`src/rtl/seven_seg_scan.sv`:
```
// Six-digit multiplexed 7-segment driver: dwell-based scan with an anti-ghost
// blank gap, hex decode, leading-zero blanking and a per-frame tick.
module seven_seg_scan #(
  parameter int unsigned DWELL = 131072,
  parameter int unsigned GAP   = 4,
  parameter int unsigned CNT_W = 25
) (
  input  logic        clk,
  input  logic        rst,
  input  logic        en,
  input  logic [23:0] digits,
  input  logic [5:0]  dp_en,
  input  logic        blank_lz,
  output logic [7:0]  seg,
  output logic [5:0]  sevenSegmentSel,
  output logic        frame_tick
);

  localparam logic [CNT_W-1:0] CNT_LAST = CNT_W'(DWELL - 1);
  localparam logic [CNT_W-1:0] CNT_GAP  = CNT_W'(GAP);
  localparam logic [CNT_W-1:0] CNT_ONE  = CNT_W'(1);

  logic [CNT_W-1:0] cnt_q, cnt_d;
  logic [2:0]       idx_q, idx_d;
  logic [7:0]       seg_q, seg_d;
  logic [5:0]       sel_q, sel_d;
  logic             tick_q, tick_d;

  logic [5:0]       lz_blank;
  logic [3:0]       cur_digit;
  logic             cur_dp;
  logic             cur_blank;
  logic [5:0]       cur_sel;

  // Active-low a..g pattern, bit 6 = g.
  function automatic logic [6:0] hex_to_seg(input logic [3:0] hex);
    logic [6:0] pat;
    case (hex)
      4'h0:    pat = 7'h40;
      4'h1:    pat = 7'h79;
      4'h2:    pat = 7'h24;
      4'h3:    pat = 7'h30;
      4'h4:    pat = 7'h19;
      4'h5:    pat = 7'h12;
      4'h6:    pat = 7'h02;
      4'h7:    pat = 7'h78;
      4'h8:    pat = 7'h00;
      4'h9:    pat = 7'h10;
      4'hA:    pat = 7'h08;
      4'hB:    pat = 7'h03;
      4'hC:    pat = 7'h46;
      4'hD:    pat = 7'h21;
      4'hE:    pat = 7'h06;
      default: pat = 7'h0E;
    endcase
    return pat;
  endfunction

  // A digit is a leading zero only if it and every digit to its left are 0.
  always_comb begin
    lz_blank    = '0;
    lz_blank[5] = blank_lz && (digits[23:20] == 4'h0);
    lz_blank[4] = lz_blank[5] && (digits[19:16] == 4'h0);
    lz_blank[3] = lz_blank[4] && (digits[15:12] == 4'h0);
    lz_blank[2] = lz_blank[3] && (digits[11:8]  == 4'h0);
    lz_blank[1] = lz_blank[2] && (digits[7:4]   == 4'h0);
  end

  // NOTE: every combinational output gets a default before the case, so no
  // path through the block can leave a latch behind.
  always_comb begin
    cur_digit = digits[3:0];
    cur_dp    = dp_en[0];
    cur_blank = 1'b0;
    cur_sel   = 6'b111110;
    case (idx_q)
      3'd1: begin
        cur_digit = digits[7:4];   cur_dp = dp_en[1];
        cur_blank = lz_blank[1];   cur_sel = 6'b111101;
      end
      3'd2: begin
        cur_digit = digits[11:8];  cur_dp = dp_en[2];
        cur_blank = lz_blank[2];   cur_sel = 6'b111011;
      end
      3'd3: begin
        cur_digit = digits[15:12]; cur_dp = dp_en[3];
        cur_blank = lz_blank[3];   cur_sel = 6'b110111;
      end
      3'd4: begin
        cur_digit = digits[19:16]; cur_dp = dp_en[4];
        cur_blank = lz_blank[4];   cur_sel = 6'b101111;
      end
      3'd5: begin
        cur_digit = digits[23:20]; cur_dp = dp_en[5];
        cur_blank = lz_blank[5];   cur_sel = 6'b011111;
      end
      default: ;
    endcase
  end

  always_comb begin
    cnt_d  = cnt_q;
    idx_d  = idx_q;
    tick_d = 1'b0;
    if (en) begin
      if (cnt_q == CNT_LAST) begin
        cnt_d  = '0;
        idx_d  = (idx_q == 3'd5) ? 3'd0 : idx_q + 3'd1;
        tick_d = (idx_q == 3'd5);
      end else begin
        cnt_d = cnt_q + CNT_ONE;
      end
    end
    // seg tracks idx even during the gap so seg and select never disagree.
    sel_d = (!en || (cnt_q < CNT_GAP)) ? 6'b111111 : cur_sel;
    seg_d = {~cur_dp, cur_blank ? 7'h7F : hex_to_seg(cur_digit)};
  end

  // NOTE: sequential state uses non-blocking assignments only, so every
  // register samples the pre-edge values computed above.
  always_ff @(posedge clk) begin
    if (!rst) begin
      cnt_q  <= '0;
      idx_q  <= '0;
      seg_q  <= 8'hFF;
      sel_q  <= 6'b111111;
      tick_q <= 1'b0;
    end else begin
      cnt_q  <= cnt_d;
      idx_q  <= idx_d;
      seg_q  <= seg_d;
      sel_q  <= sel_d;
      tick_q <= tick_d;
    end
  end

  assign seg             = seg_q;
  assign sevenSegmentSel = sel_q;
  assign frame_tick      = tick_q;

endmodule

```
`config.mk`:
```
export PLATFORM = sky130hd
export DESIGN_NAME = seven_seg_scan
export DESIGN_NICKNAME = d
export VERILOG_FILES = /design/src/rtl/seven_seg_scan.sv
export SDC_FILE = /design/constraint.sdc
export NUM_CORES = 1
export LEC_CHECK = 0
export ABC_AREA = 1
export ABC_CLOCK_PERIOD_IN_PS = 4650
export BUFFER_PORTS_ARGS = -buffer_cell sky130_fd_sc_hd__buf_2
export CELL_PAD_IN_SITES_DETAIL_PLACEMENT = 0
export CELL_PAD_IN_SITES_GLOBAL_PLACEMENT = 1
export CORE_AREA = 2 2 100 102
export CTS_BUF_LIST = sky130_fd_sc_hd__clkbuf_16
export DETAILED_ROUTE_END_ITERATION = 7
export DIE_AREA = 0 0 102 104
export PLACE_DENSITY = 0.65
export REMOVE_ABC_BUFFERS = 1
export SLEW_MARGIN = 5
export SYNTH_ARGS = -nofsm -noshare
export SYNTH_HDL_FRONTEND = slang
export SYNTH_SLANG_ARGS = --single-unit
export TNS_END_PERCENT = 5
```
`constraint.sdc`:
```
create_clock -name clk -period 4.65 [get_ports clk]
set_input_delay 1.395 -clock clk [delete_from_list [all_inputs] [get_ports clk]]
set_output_delay 1.395 -clock clk [all_outputs]
set_load 0.01 [all_outputs]
```
# Word level (Yosys, flattened, before mapping)
# Memory sizes are Yosys's and may differ from the RTL's. A register that Yosys moved wholly into a read port is not among the register bits.
# Index checks and enable logic that the tools add are counted.
# word_totals
regBits	36
romBits	112
in_bits	34
out_inout_bits	15
elab_cells	39
memories	1
# memory_table
name	words	word_bits	read_ports	rd_clocked_by_memory_dff	write_ports	line	source
(no name shown)	16	7	1	1	0	38	case (hex)
# op_classes
add_sub_neg	2
n_lt_le_gt_ge	1
eq_ne	6
n_mux	6
n_bitwise	2
n_reduce_logical	16
# ops
operator	count
case mux 6 bit (5 select lines)	1
adder 25 x 1 -> 25 bit (second input constant)	1
equality test 25 x 17 -> 1 bit (second input constant)	1
< comparator 25 x 3 -> 1 bit (second input constant)	1
2-to-1 mux 25 bit	1
logical NOT 4 bit	5
case mux 4 bit (5 select lines)	1
case mux 1 bit (5 select lines)	2
equality test 3 x 2 -> 1 bit (second input constant)	2
equality test 3 bit (second input constant)	2
logical AND 1 bit	5
OR reduction 2 bit	2
adder 3 x 1 -> 3 bit (second input constant)	1
equality test 3 x 1 -> 1 bit (second input constant)	1
2-to-1 mux 3 bit	1
AND reduction 3 bit	1
inverter 1 bit	2
AND reduction 2 bit	1
logical NOT 1 bit	1
logical OR 1 bit	1

# Depth between registers and ports, before layout
# Gate-level depths: netlist of run 1.
# depth
depth_word	8
depth_mapped	17
depth_no_buf	15

# Worst setup path after synthesis of run 1
# OpenSTA, ideal clock, no wires.
# synth_path
path_kind	in2reg
from	input port digits[12]
to	register seg_q[1] (netlist: seg[1])
setup_ns	0.127
arrival_ns	2.290
t_required_ns	4.523
setup_slack_ns	2.233
path_stages	10
path_buffers	0
path_cell_list	nand2_1 > inv_1 > a21oi_1 > nand3_1 > nor2_1 > ha_1 > nand3_1 > nand2_1 > nand2_1 > nand2_1
# synth_via
elab_chain_len	6
elab_cells_between_ends	7
classes_between	2 x mux; 5 x reduce/logical
# synth_rtl
item	line	source
start: declaration	11	input logic [23:0] digits,
logical NOT 4 bit	64	lz_blank[3] = lz_blank[4] && (digits[15:12] == 4'h0);
logical AND 1 bit	64	
logical AND 1 bit	65	lz_blank[2] = lz_blank[3] && (digits[11:8] == 4'h0);
logical AND 1 bit	66	lz_blank[1] = lz_blank[2] && (digits[7:4] == 4'h0);
case mux 1 bit (5 select lines)	76	case (idx_q)
OR reduction 2 bit (no line)	--	
end: declaration	25	logic [7:0] seg_q, seg_d;
# Several ways; a longest one is shown, not always the timed one.
# A chain may end at the register's enable or synchronous reset.

# Worst setup path in the final report of run 1
# layout_path
from	register idx_q[2]
to	register seg_q[2] (netlist: seg[2])
# layout_via
elab_chain_len	3
elab_cells_between_ends	8
classes_between	5 x eq/ne; 2 x mux; 1 x reduce/logical
# layout_rtl
item	line	source
start: declaration	24	logic [2:0] idx_q, idx_d;
start signal: assignment	130	idx_q <= idx_d;
equality test 3 bit (tied with other cells)	76	
case mux 1 bit (5 select lines)	76	
OR reduction 2 bit (no line)	--	
# Several ways; a longest one is shown, not always the timed one.

==> results by group, run 1 <==
Synthesis
  • Syn Inst Count: 429
  • Top-area cell type share of the netlist area: a little under a third
  • Top_reg_cell synth: dfxtp_1
  • Post-synth top area cell: dfxtp_1
  • Cell Area, Synth: 0.002780 mm2
  • Post-synth EDFFs: 0
  • Register area share after synthesis: 30.96%
  • Count leader, synth: nand2_1
  • Asr flop ratio synth: 0%
  • Post-synth top cells: nand2_1 (103), nor2_1 (74), inv_1 (47)
  • Dominant cells by area after synthesis: dfxtp_1 (31%), nand2_1 (14%), nor2_1 (10%)
  • Syn Area/Cell: 6.481 um2
  • Netlist cell types: 39
  • Synth Warn #: 0
  • Post-synthesis register bit count: 43

Finish
  • Layout fillers: approximately 1,100
  • Final nets: between 500 and 600
  • Final antenna diode count: 0
  • Post-route cell area: approximately 0.0033 mm2
  • Multi-input gate area: 0.001683 mm2
  • Share of layout cells above drive strength 1: 20.63%
  • Area growth from synthesis to layout: 19.53%
  • Layout Cells excl Fill: 613
  • Sequential cell area: approximately 860 um2
  • Final core utilization: 34.80%

Setup path
  • R2R Setup Slk: 1.93 ns
  • Crit-path max cell delay: 0.71 ns
  • Critical Path Source Type: flop
  • CP endpoint kind: flop
  • FF-to-FF Start: idx_q[2]
  • CP Max Fanout: 12
  • Crit-path cells: inv_2 > ha_1 > inv_1 > nand2_1 > nor2_4 > nand2_1 > nand3_1 > ha_1 > inv_1 > nand3_1 > nand2_1 > nand2_1 > nand2_1
  • Cell mode on critical path: nand2_1
  • CP Class: flop to flop
  • Worst-case reg-to-reg path depth: 13
  • CP delay by family, top: simple AND/OR/NAND/NOR gates
  • Crit path arrival time: between 2 and 3 ns
  • Required @ worst endpoint: 4.79 ns
  • Crit-path slowest cell: dfxtp_1
  • WP buf/inv: 3
  • Critical R2R Capture: seg[2]

Floorplan
  • I/O pins: 49
  • Initial cell density of the core: 29.11%
  • Die area: 0.01061 mm2
  • Num rows: 36
  • Die height: 104 um
  • Core Region: 0.009549 mm2
  • Die outline width: 102 um

Clock network
  • CTS sink count: 43
  • H-tree depth: 2
  • Root Driver: clkbuf_16
  • CTS buffer count: 5
  • CTS tree: yes
  • Clk buf depth: 2
  • Post-CTS Setup Bufs: 0
  • Post-CTS sizing: 0
  • Worst-Skew Late Latency: between 0.2 and 0.3 ns
  • Number of hold buffers added after cts: 0
  • Clk slew on worst S/H paths: ~0.07 ns

Placed design
  • Gpl congestion: about 0.83
  • Post-DP HPWL: 6.135 mm
  • Port Buffers: 48
  • Placed cell areas: roughly 0.0032 mm2
  • Cells after DPL: 605
  • Dpl ws: 1.896 ns

GRT
  • Antenna violations before repair: 0
  • First-pass GRT wire length: 12.62 mm
  • All-Layer GR Usage: 14.77%
  • GRT overflow: 0
  • Largest net degree at the start of global routing: 16
  • Vias in the first global route: 2,511

STA
  • RSZ-0062 raised after global routing: no
  • Worst slew pin tran: 0.6104 ns
  • Max Freq: 0.3679 GHz
  • Tmin final: between 2 and 3 ns
  • Clock Skew: 0.01279 ns
  • Final period utilization: 58.45%
  • WHS: between 0.5 and 0.6 ns
  • Max_slew headroom: 59.25%
  • Slew Limit Fails: 0
  • Final number of setup-violating endpoints: 0
  • Setup TNS: 0 ns
  • Final Hold Violating Endpoints: 0
  • Min setup slack post-route: 1.932 ns

Route
  • Vias/cell: 4.478
  • Routed WL: between 7 and 8 mm
  • Post-route DRC: 0
  • Antenna Nets Post-Route: 0
  • Routed WL per cell: between 10 and 15 um
  • Vias post-DR: 2,745
  • Initial drt markers: around 110
  • Pre-antenna DRT Iters: 4

Pwr
  • Sequential power share: 44.1%
  • Total power: approximately 0.86 mW
  • Clock share of power: 47.7%
  • Sw power: 0.1991 mW
  • Share of power burned in combinational logic: ~8.2%
  • Pleak: 1.484 nW
  • Cell Pwr Density: 258.3 mW/mm2
  • Sw frac: 23.19%
  • P_int: about 0.66 mW
  • Maximum vdd drop: 158.2 uV

Flow run
  • Maximum capacitance violations: 0

Worst hold path
  • Hold Startpoint: cnt_q[7]
  • Worst min path class: flop to flop
  • Hold path cells: 2
  • Hold Path End: cnt_q[7]

Outcome
  • Status: finished, final reports clean
[how the worst max path moves through the flow]
stage          startpoint     end  slack, ns  cells past startpoint
2_1_floorplan  digits[12]  seg[1]       2.23                     10
3_3_place_gp   digits[20]  seg[0]       1.89                     10
3_5_place_dp   digits[20]  seg[0]       1.90                     10
4_1_cts          idx_q[2]  seg[2]       1.93                     13
5_1_grt          idx_q[2]  seg[2]       1.67                     13
6_report         idx_q[2]  seg[2]       1.93                     13
[sequential cells by signal, summed over array words and instances, names as in the netlist]
name	flops
sevenSegmentSel	6
cnt_q	25
idx_q	3
frame_tick	1
seg	8
[logic make-up (layout without fill, tap and decap cells)]
logic type	count (synthesis)	after routing	share of synthesized area (%)
xor+xnor	7	7	2.205
flops	43	43	30.96
fa+ha+maj	6	6	2.700
simple gates	288	288	49.60
compound gates	27	27	6.031
buf+inv	58	109	8.506
[layout make-up]
| type | count | area share, % |
|---|---|---|
| Multi-Input combinational cell | 328 | 50.64 |
| Sequential cell | 43 | 25.90 |
| Timing Repair Buffer | 48 | 7.229 |
| Inverter | 53 | 6.062 |
| Tap cell | 133 | 5.008 |
| Clock buffer | 5 | 3.765 |
| Clock inverter | 3 | 1.393 |
[routing by layer]
layer,vias up,wire (um),track usage (%)
met5,-,0,0
met4,0,114,4.857
met3,6,225,2.218
met2,45,3566,23.50
met1,1209,3577,20.28
li1,1485,-,-
[power groups by stage]
stage                     logic (mW)  registers (mW)  clock network [mW]
final                         0.0701           0.379               0.410
after global routing          0.0797           0.379               0.435
after CTS                     0.0711           0.379               0.419
after detailed placement      0.0708           0.387                   0
after global placement        0.0718           0.387                   0
after floorplan               0.0351           0.390                   0
[layout by cell type, fill, tap and decap left out, types with 5 or more instances in the layout]
master       n
nand4_1     14
nor3_1      14
ha_1         6
nand2_2      7
dfxtp_1     43
nand3_1     39
buf_2       48
a21oi_1      8
inv_1       47
clkbuf_16    5
nor2_1      74
inv_2        5
nand2_1    103
o21ai_0     13
nor2_2      10
[worst reg2reg max path: stages (launching register included)]
cell and delay [ns]:
dfxtp_1 0.71, inv_2 0.17, ha_1 0.39, inv_1 0.17, nand2_1 0.10, nor2_4 0.18
nand2_1 0.09, nand3_1 0.19, ha_1 0.23, inv_1 0.06, nand3_1 0.10, nand2_1 0.06
nand2_1 0.07, nand2_1 0.05
Note: power is estimated with default switching activity, not from simulation.
==> inputs of run 2 (changes only) <==
Settings changed: ABC_CLOCK_PERIOD_IN_PS 4650 to 2800.
Clock period 4.65 ns to 2.8 ns, I/O delays scaled along.
==> run 2 against run 1 <==
First-iteration DRC count stayed put. Non-clock buffer count rose by 3. Cell area down 0.23%. Largest power group is now registers. Worst hold slack lost 0.0017 ns. Highest routed layer unchanged. Critical path depth grew 3. Cell count up 0.49%. Fmax up 24%.
==> results by group, run 2 (synthesis gave the netlist of run 1 again) <==
Route
  • Post-route DRC: 0 (unchanged)
  • Pre-antenna DRT Iters: 4 (unchanged)
  • Routed WL per cell: 12.14 um (-0.54%)
  • Vias/cell: 4.544 (+1.5%)
  • Vias post-DR: 2,799 (+2.0%)
  • Routed WL: 7.480 mm (about the same)
  • Initial drt markers: 111 (unchanged)
  • Antenna Nets Post-Route: 0 (unchanged)

Setup path
  • Cell mode on critical path: nand2_1
  • Crit path arrival time: 2.34 ns (-0.52 ns)
  • Required @ worst endpoint: 2.95 ns (-1.84 ns)
  • CP Class: flop to flop
  • Critical Path Source Type: flop
  • Crit-path cells: buf_4 > nand2_1 > inv_1 > ha_1 > buf_4 > nand2_1 > inv_1 > nor2_1 > nand3_1 > nor2_1 > ha_1 > inv_1 > nand3_1 > nand2_1 > nand2_1 > nand2_1
  • WP buf/inv: 5 (+2)
  • CP endpoint kind: flop
  • WP depth: 16 (+3)
  • CP delay by family, top: simple AND/OR/NAND/NOR gates
  • Worst-case reg-to-reg path depth: 16 (+3)
  • Crit-path max cell delay: 0.29 ns (-0.42 ns)
  • Crit-path slowest cell: dfxtp_1
  • CP Max Fanout: 13 (+1)

Clock network
  • CTS tree: yes
  • Post-CTS sizing: 0 (unchanged)
  • CTS sink count: 43 (unchanged)
  • Worst-Skew Late Latency: 0.29 ns (about the same)
  • Post-CTS Setup Bufs: 0 (unchanged)
  • Clk slew on worst S/H paths: 0.07 ns (about the same)
  • Number of hold buffers added after cts: 0 (unchanged)
  • CTS buffer count: 5 (unchanged)
  • Clk buf depth: 2 (unchanged)
  • H-tree depth: 2 (unchanged)
  • Root Driver: clkbuf_16

Finish
  • Layout Cells excl Fill: 616 (+0.49%)
  • Commonest non-fill, non-tap cells in the layout: nand2_1 (103), nor2_1 (74), inv_1 (48), buf_2 (48), dfxtp_1 (43)
  • Max reg flops: 25 (unchanged)
  • Area growth from synthesis to layout: 19.26%
  • Sequential cell area: 860.8 um2 (unchanged)
  • Layout fillers: 1,110 (+3.0%)
  • Share of layout cells above drive strength 1: 20.91% (+0.29 points)
  • Multi-input gate area: 0.001683 mm2 (unchanged)
  • Largest Register: cnt_q
  • Final antenna diode count: 0 (unchanged)
  • Final nets: 522 (+0.58%)
  • Final core utilization: 34.72% (-0.079 points)
  • Commonest non-fill, non-tap cell in the layout: nand2_1

STA
  • RSZ-0062 raised after global routing: no
  • Slew Limit Fails: 0 (unchanged)
  • Final number of setup-violating endpoints: 0 (unchanged)
  • Setup TNS: 0 ns (unchanged)
  • Tmin final: 2.191 ns (-0.5275 ns)
  • Max_slew headroom: 61.64% (+2.4 points)
  • Worst slew pin tran: 0.5710 ns (-0.03943 ns)
  • Final period utilization: 78.24% (+20 points)
  • Clock Skew: 0.008679 ns (-0.004108 ns)
  • Max Freq: 0.4565 GHz (+24%)
  • Final Hold Violating Endpoints: 0 (unchanged)

Pwr
  • Pleak: 1.491 nW (+0.47%)
  • Cell Pwr Density: 394.7 mW/mm2 (+53%)
  • Maximum vdd drop: 212.4 uV (+34%)
  • Total power: 1.309 mW (+52%)

Placed design
  • Port Buffers: 48 (unchanged)
  • Cells after DPL: 608 (+0.50%)
  • Post-DP HPWL: 6.161 mm (+0.42%)
  • Gpl congestion: 0.8621 (+3.7%)

Flow run
  • Maximum capacitance violations: 0 (unchanged)

Outcome
  • Status: finished, final reports clean

Floorplan
  • Die area: 0.01061 mm2 (unchanged)
  • Num rows: 36 (unchanged)
  • Die outline width: 102 um (unchanged)
  • I/O pins: 49 (unchanged)
  • Core Region: 0.009549 mm2 (unchanged)
  • Die height: 104 um (unchanged)
  • Initial cell density of the core: 29.11% (unchanged)

GRT
  • Antenna violations before repair: 0 (unchanged)
  • All-Layer GR Usage: 15.04% (+0.28 points)
  • Vias in the first global route: 2,639 (+5.1%)
  • GRT overflow: 0 (unchanged)
  • First-pass GRT wire length: 12.79 mm (+1.4%)
  • Largest net degree at the start of global routing: 14 (-2)

Worst hold path
  • Hold path cells: 2 (unchanged)
  • Worst min path class: flop to flop
run 2: stage by stage:
stage               area [um2]  hold slack [ns]  setup WS (ns)
finish                    3316           0.5153         0.6094
global route              3316           0.5708         0.3253
CTS                       3316           0.5202         0.5929
detailed placement        3174           0.5064         0.5832
global placement          3174           0.4952         0.5856
floorplan                 2745           0.4743         0.5659
run 2: final cells by class:
cell class	instances	share of cell area, %
multi-input cells	328	50.75
flip-flops and latches	43	25.96
repair buffers	51	7.925
inverters	53	6.075
well taps	133	5.019
clock buffers	5	3.774
clock inverters	3	0.4906
run 2: worst paths after layout:
| check | startpoint | end | slack, ns |
|---|---|---|---|
| hold reg to reg | cnt_q[7] | cnt_q[7] | 0.52 |
| hold / removal | cnt_q[7] | cnt_q[7] | 0.52 |
| setup reg to reg | idx_q[0] | seg[2] | 0.61 |
| setup / recovery | idx_q[0] | seg[2] | 0.61 |
run 2: power by group:
| group | leakage [nW] | switching (mW) | internal, mW |
|---|---|---|---|
| Sequential | 0.350 | 0.00476 | 0.624 |
| Clock | 0.0710 | 0.238 | 0.325 |
| Combinational | 1.07 | 0.0695 | 0.0474 |
run 2: metal layers:
metal  GRT usage, %  vias up  part of all wire (%)  wire length, um
met5              0        -                     0                0
met4          5.905        0                   2.1              160
met3          2.285       11                   2.7              204
met2          24.20       48                    48             3602
met1          20.02     1245                    47             3513
li1               -     1495                     -                -
run 2: worst min-delay path, delay by kind of cell, from the launching register on:
kind,cells,cell delay (ns)
simple gates,2,0.15
flops,1,0.32
==> inputs of run 3 (changes only) <==
Settings changed: ABC_CLOCK_PERIOD_IN_PS 2800 to 2000, PLACE_DENSITY 0.65 to 0.67.
Clock period 2.8 ns to 2 ns, I/O delays scaled along.
==> run 3 against run 2 <==
Core utilization rose by 1.9 points. Global-route usage grew 0.23 points. Clock skew fell by 0.0029 ns. Worst hold slack got worse by 0.0075 ns. Power is 40% higher. Routed wire length up 3.1%. Fmax increased by 19%. Critical path depth fell by 5. Sequential power is 40% higher. Cell count up 3.1%. Sequential cell count stayed put.
==> results by group, run 3 (synthesis gave the netlist of run 1 again) <==
Placed design
  • Gpl congestion: 0.8959 (+3.9%)
  • Port Buffers: 48 (unchanged)
  • Cells after DPL: 628 (+3.3%)
  • Post-DP HPWL: 6.341 mm (+2.9%)

Pwr
  • Pleak: 1.597 nW (+7.1%)
  • Maximum vdd drop: 275.6 uV (+30%)
  • Sw power: 0.4358 mW (+40%)
  • Sw frac: 23.75% (-0.087 points)
  • Share of power burned in combinational logic: 9.2% (+0.3 points)
  • P_int: 1.399 mW (+40%)
  • Sequential power share: 48.0% (about the same)
  • Cell Pwr Density: 524.4 mW/mm2 (+33%)
  • Clock share of power: 42.8% (-0.2 points)

Clock network
  • Post-CTS sizing: 0 (unchanged)
  • Worst-Skew Late Latency: 0.28 ns (about the same)
  • Clk buf depth: 2 (unchanged)
  • Clk slew on worst S/H paths: 0.06 ns (about the same)
  • Post-CTS Setup Bufs: 0 (unchanged)
  • Root Driver: clkbuf_16
  • CTS tree: yes
  • Number of hold buffers added after cts: 0 (unchanged)
  • CTS buffer count: 5 (unchanged)
  • H-tree depth: 2 (unchanged)
  • CTS sink count: 43 (unchanged)

Finish
  • Layout Cells excl Fill: 635 (+3.1%)
  • Layout fillers: 1,095 (-1.4%)
  • Max reg flops: 25 (unchanged)
  • Area growth from synthesis to layout: 25.88%
  • Share of layout cells above drive strength 1: 25.50% (+4.6 points)
  • Largest Register: cnt_q
  • Commonest non-fill, non-tap cell in the layout: nand2_1
  • Commonest non-fill, non-tap cells in the layout: nand2_1 (103), nor2_1 (72), buf_2 (48)
  • Final antenna diode count: 0 (unchanged)
  • Final nets: 542 (+3.8%)

Route
  • Routed WL per cell: 12.15 um (about the same)
  • Vias post-DR: 2,859 (+2.1%)
  • Antenna Nets Post-Route: 0 (unchanged)
  • Post-route DRC: 0 (unchanged)
  • Initial drt markers: 62 (-44%)
  • Routed WL: 7.713 mm (+3.1%)
  • Pre-antenna DRT Iters: 4 (unchanged)
  • Vias/cell: 4.502 (-0.91%)

Floorplan
  • I/O pins: 49 (unchanged)
  • Core Region: 0.009549 mm2 (unchanged)
  • Die height: 104 um (unchanged)
  • Die area: 0.01061 mm2 (unchanged)
  • Die outline width: 102 um (unchanged)
  • Initial cell density of the core: 29.11% (unchanged)
  • Num rows: 36 (unchanged)

Outcome
  • Status: finished, final reports clean

STA
  • Max Freq: 0.5442 GHz (+19%)
  • Slew Limit Fails: 0 (unchanged)
  • RSZ-0062 raised after global routing: no
  • Final Hold Violating Endpoints: 0 (unchanged)
  • WHS: 0.5078 ns (-0.007520 ns)
  • Setup TNS: 0 ns (unchanged)
  • Final number of setup-violating endpoints: 0 (unchanged)
  • Worst slew pin tran: 0.4763 ns (-0.09472 ns)
  • Max_slew headroom: 68.13% (+6.5 points)
  • Clock Skew: 0.005808 ns (-0.002871 ns)
  • Final period utilization: 91.88% (+14 points)
  • Tmin final: 1.838 ns (-0.3530 ns)

Worst hold path
  • Hold Startpoint: cnt_q[7]
  • Worst min path class: flop to flop
  • Hold path cells: 2 (unchanged)

Flow run
  • Maximum capacitance violations: 0 (unchanged)

Setup path
  • CP endpoint kind: flop
  • Critical Path Source Type: flop
  • Required @ worst endpoint: 2.14 ns (-0.81 ns)
  • Worst-case reg-to-reg path depth: 11 (-5)
  • CP Class: flop to flop
  • FF-to-FF Start: idx_q[0]
  • Crit path from: idx_q[0]
  • Crit path arrival time: 1.98 ns (-0.36 ns)
  • CP Max Fanout: 7 (-6)

GRT
  • GRT overflow: 0 (unchanged)
  • First-pass GRT wire length: 13.02 mm (+1.8%)
  • All-Layer GR Usage: 15.27% (+0.23 points)
  • Largest net degree at the start of global routing: 14 (unchanged)
  • Vias in the first global route: 2,728 (+3.4%)
  • Antenna violations before repair: 0 (unchanged)
==> run 3: metrics by stage <==
| step | setup slack (ns) | area, um2 | util (%) | power (mW) |
|---|---|---|---|---|
| after floorplan | -0.2341 | 2745 | - | 0.9874 |
| after global placement | 0.06549 | 3324 | 34.81 | 1.068 |
| after detailed placement | 0.02052 | 3324 | 34.81 | 1.067 |
| after CTS | 0.003134 | 3463 | 36.27 | 1.872 |
| after global routing | 0.01247 | 3500 | 36.65 | 1.930 |
| final | 0.1624 | 3500 | 36.65 | 1.835 |
==> run 3: cell type report <==
class	instances	area, um2	area share [%]
Timing Repair Buffer	71	412.9	11.80
Sequential cell	43	862.1	24.63
Clock buffer	5	125.1	3.575
Inverter	53	201.4	5.756
Clock inverter	2	13.76	0.3933
Tap cell	133	166.4	4.755
Multi-Input combinational cell	328	1718	49.09
==> run 3: per-layer routing <==
layer | GRT usage [%] | share of wire (%)
met1 | 21.62 | 48
met2 | 24.34 | 47
met3 | 1.882 | 3.1
met4 | 4.095 | 1.4
met5 | 0 | 0
==> run 3: worst paths after layout <==
path	to	slack [ns]
min	cnt_q[7]	0.51
max reg2reg	seg[3]	0.16
max	seg[3]	0.16
min reg2reg	cnt_q[7]	0.51
==> run 3: power groups by stage <==
stage / sequential [mW] / clock [mW] / combinational (mW)
after floorplan: 0.906 / 0 / 0.0816
after global placement: 0.900 / 0 / 0.168
after detailed placement: 0.900 / 0 / 0.167
after CTS: 0.881 / 0.824 / 0.168
after global routing: 0.881 / 0.856 / 0.193
final: 0.880 / 0.786 / 0.169
==> run 3: critical path, stage by stage (launching register included) <==
cell and delay (ns):
dfxtp_2 0.34, buf_4 0.16, nor2_1 0.22, nand3_1 0.11, nand2_1 0.10, inv_1 0.05
nand3_1 0.13, nor2_4 0.05, ha_1 0.27, nand3_1 0.09, nand3_1 0.11, nand3_1 0.07
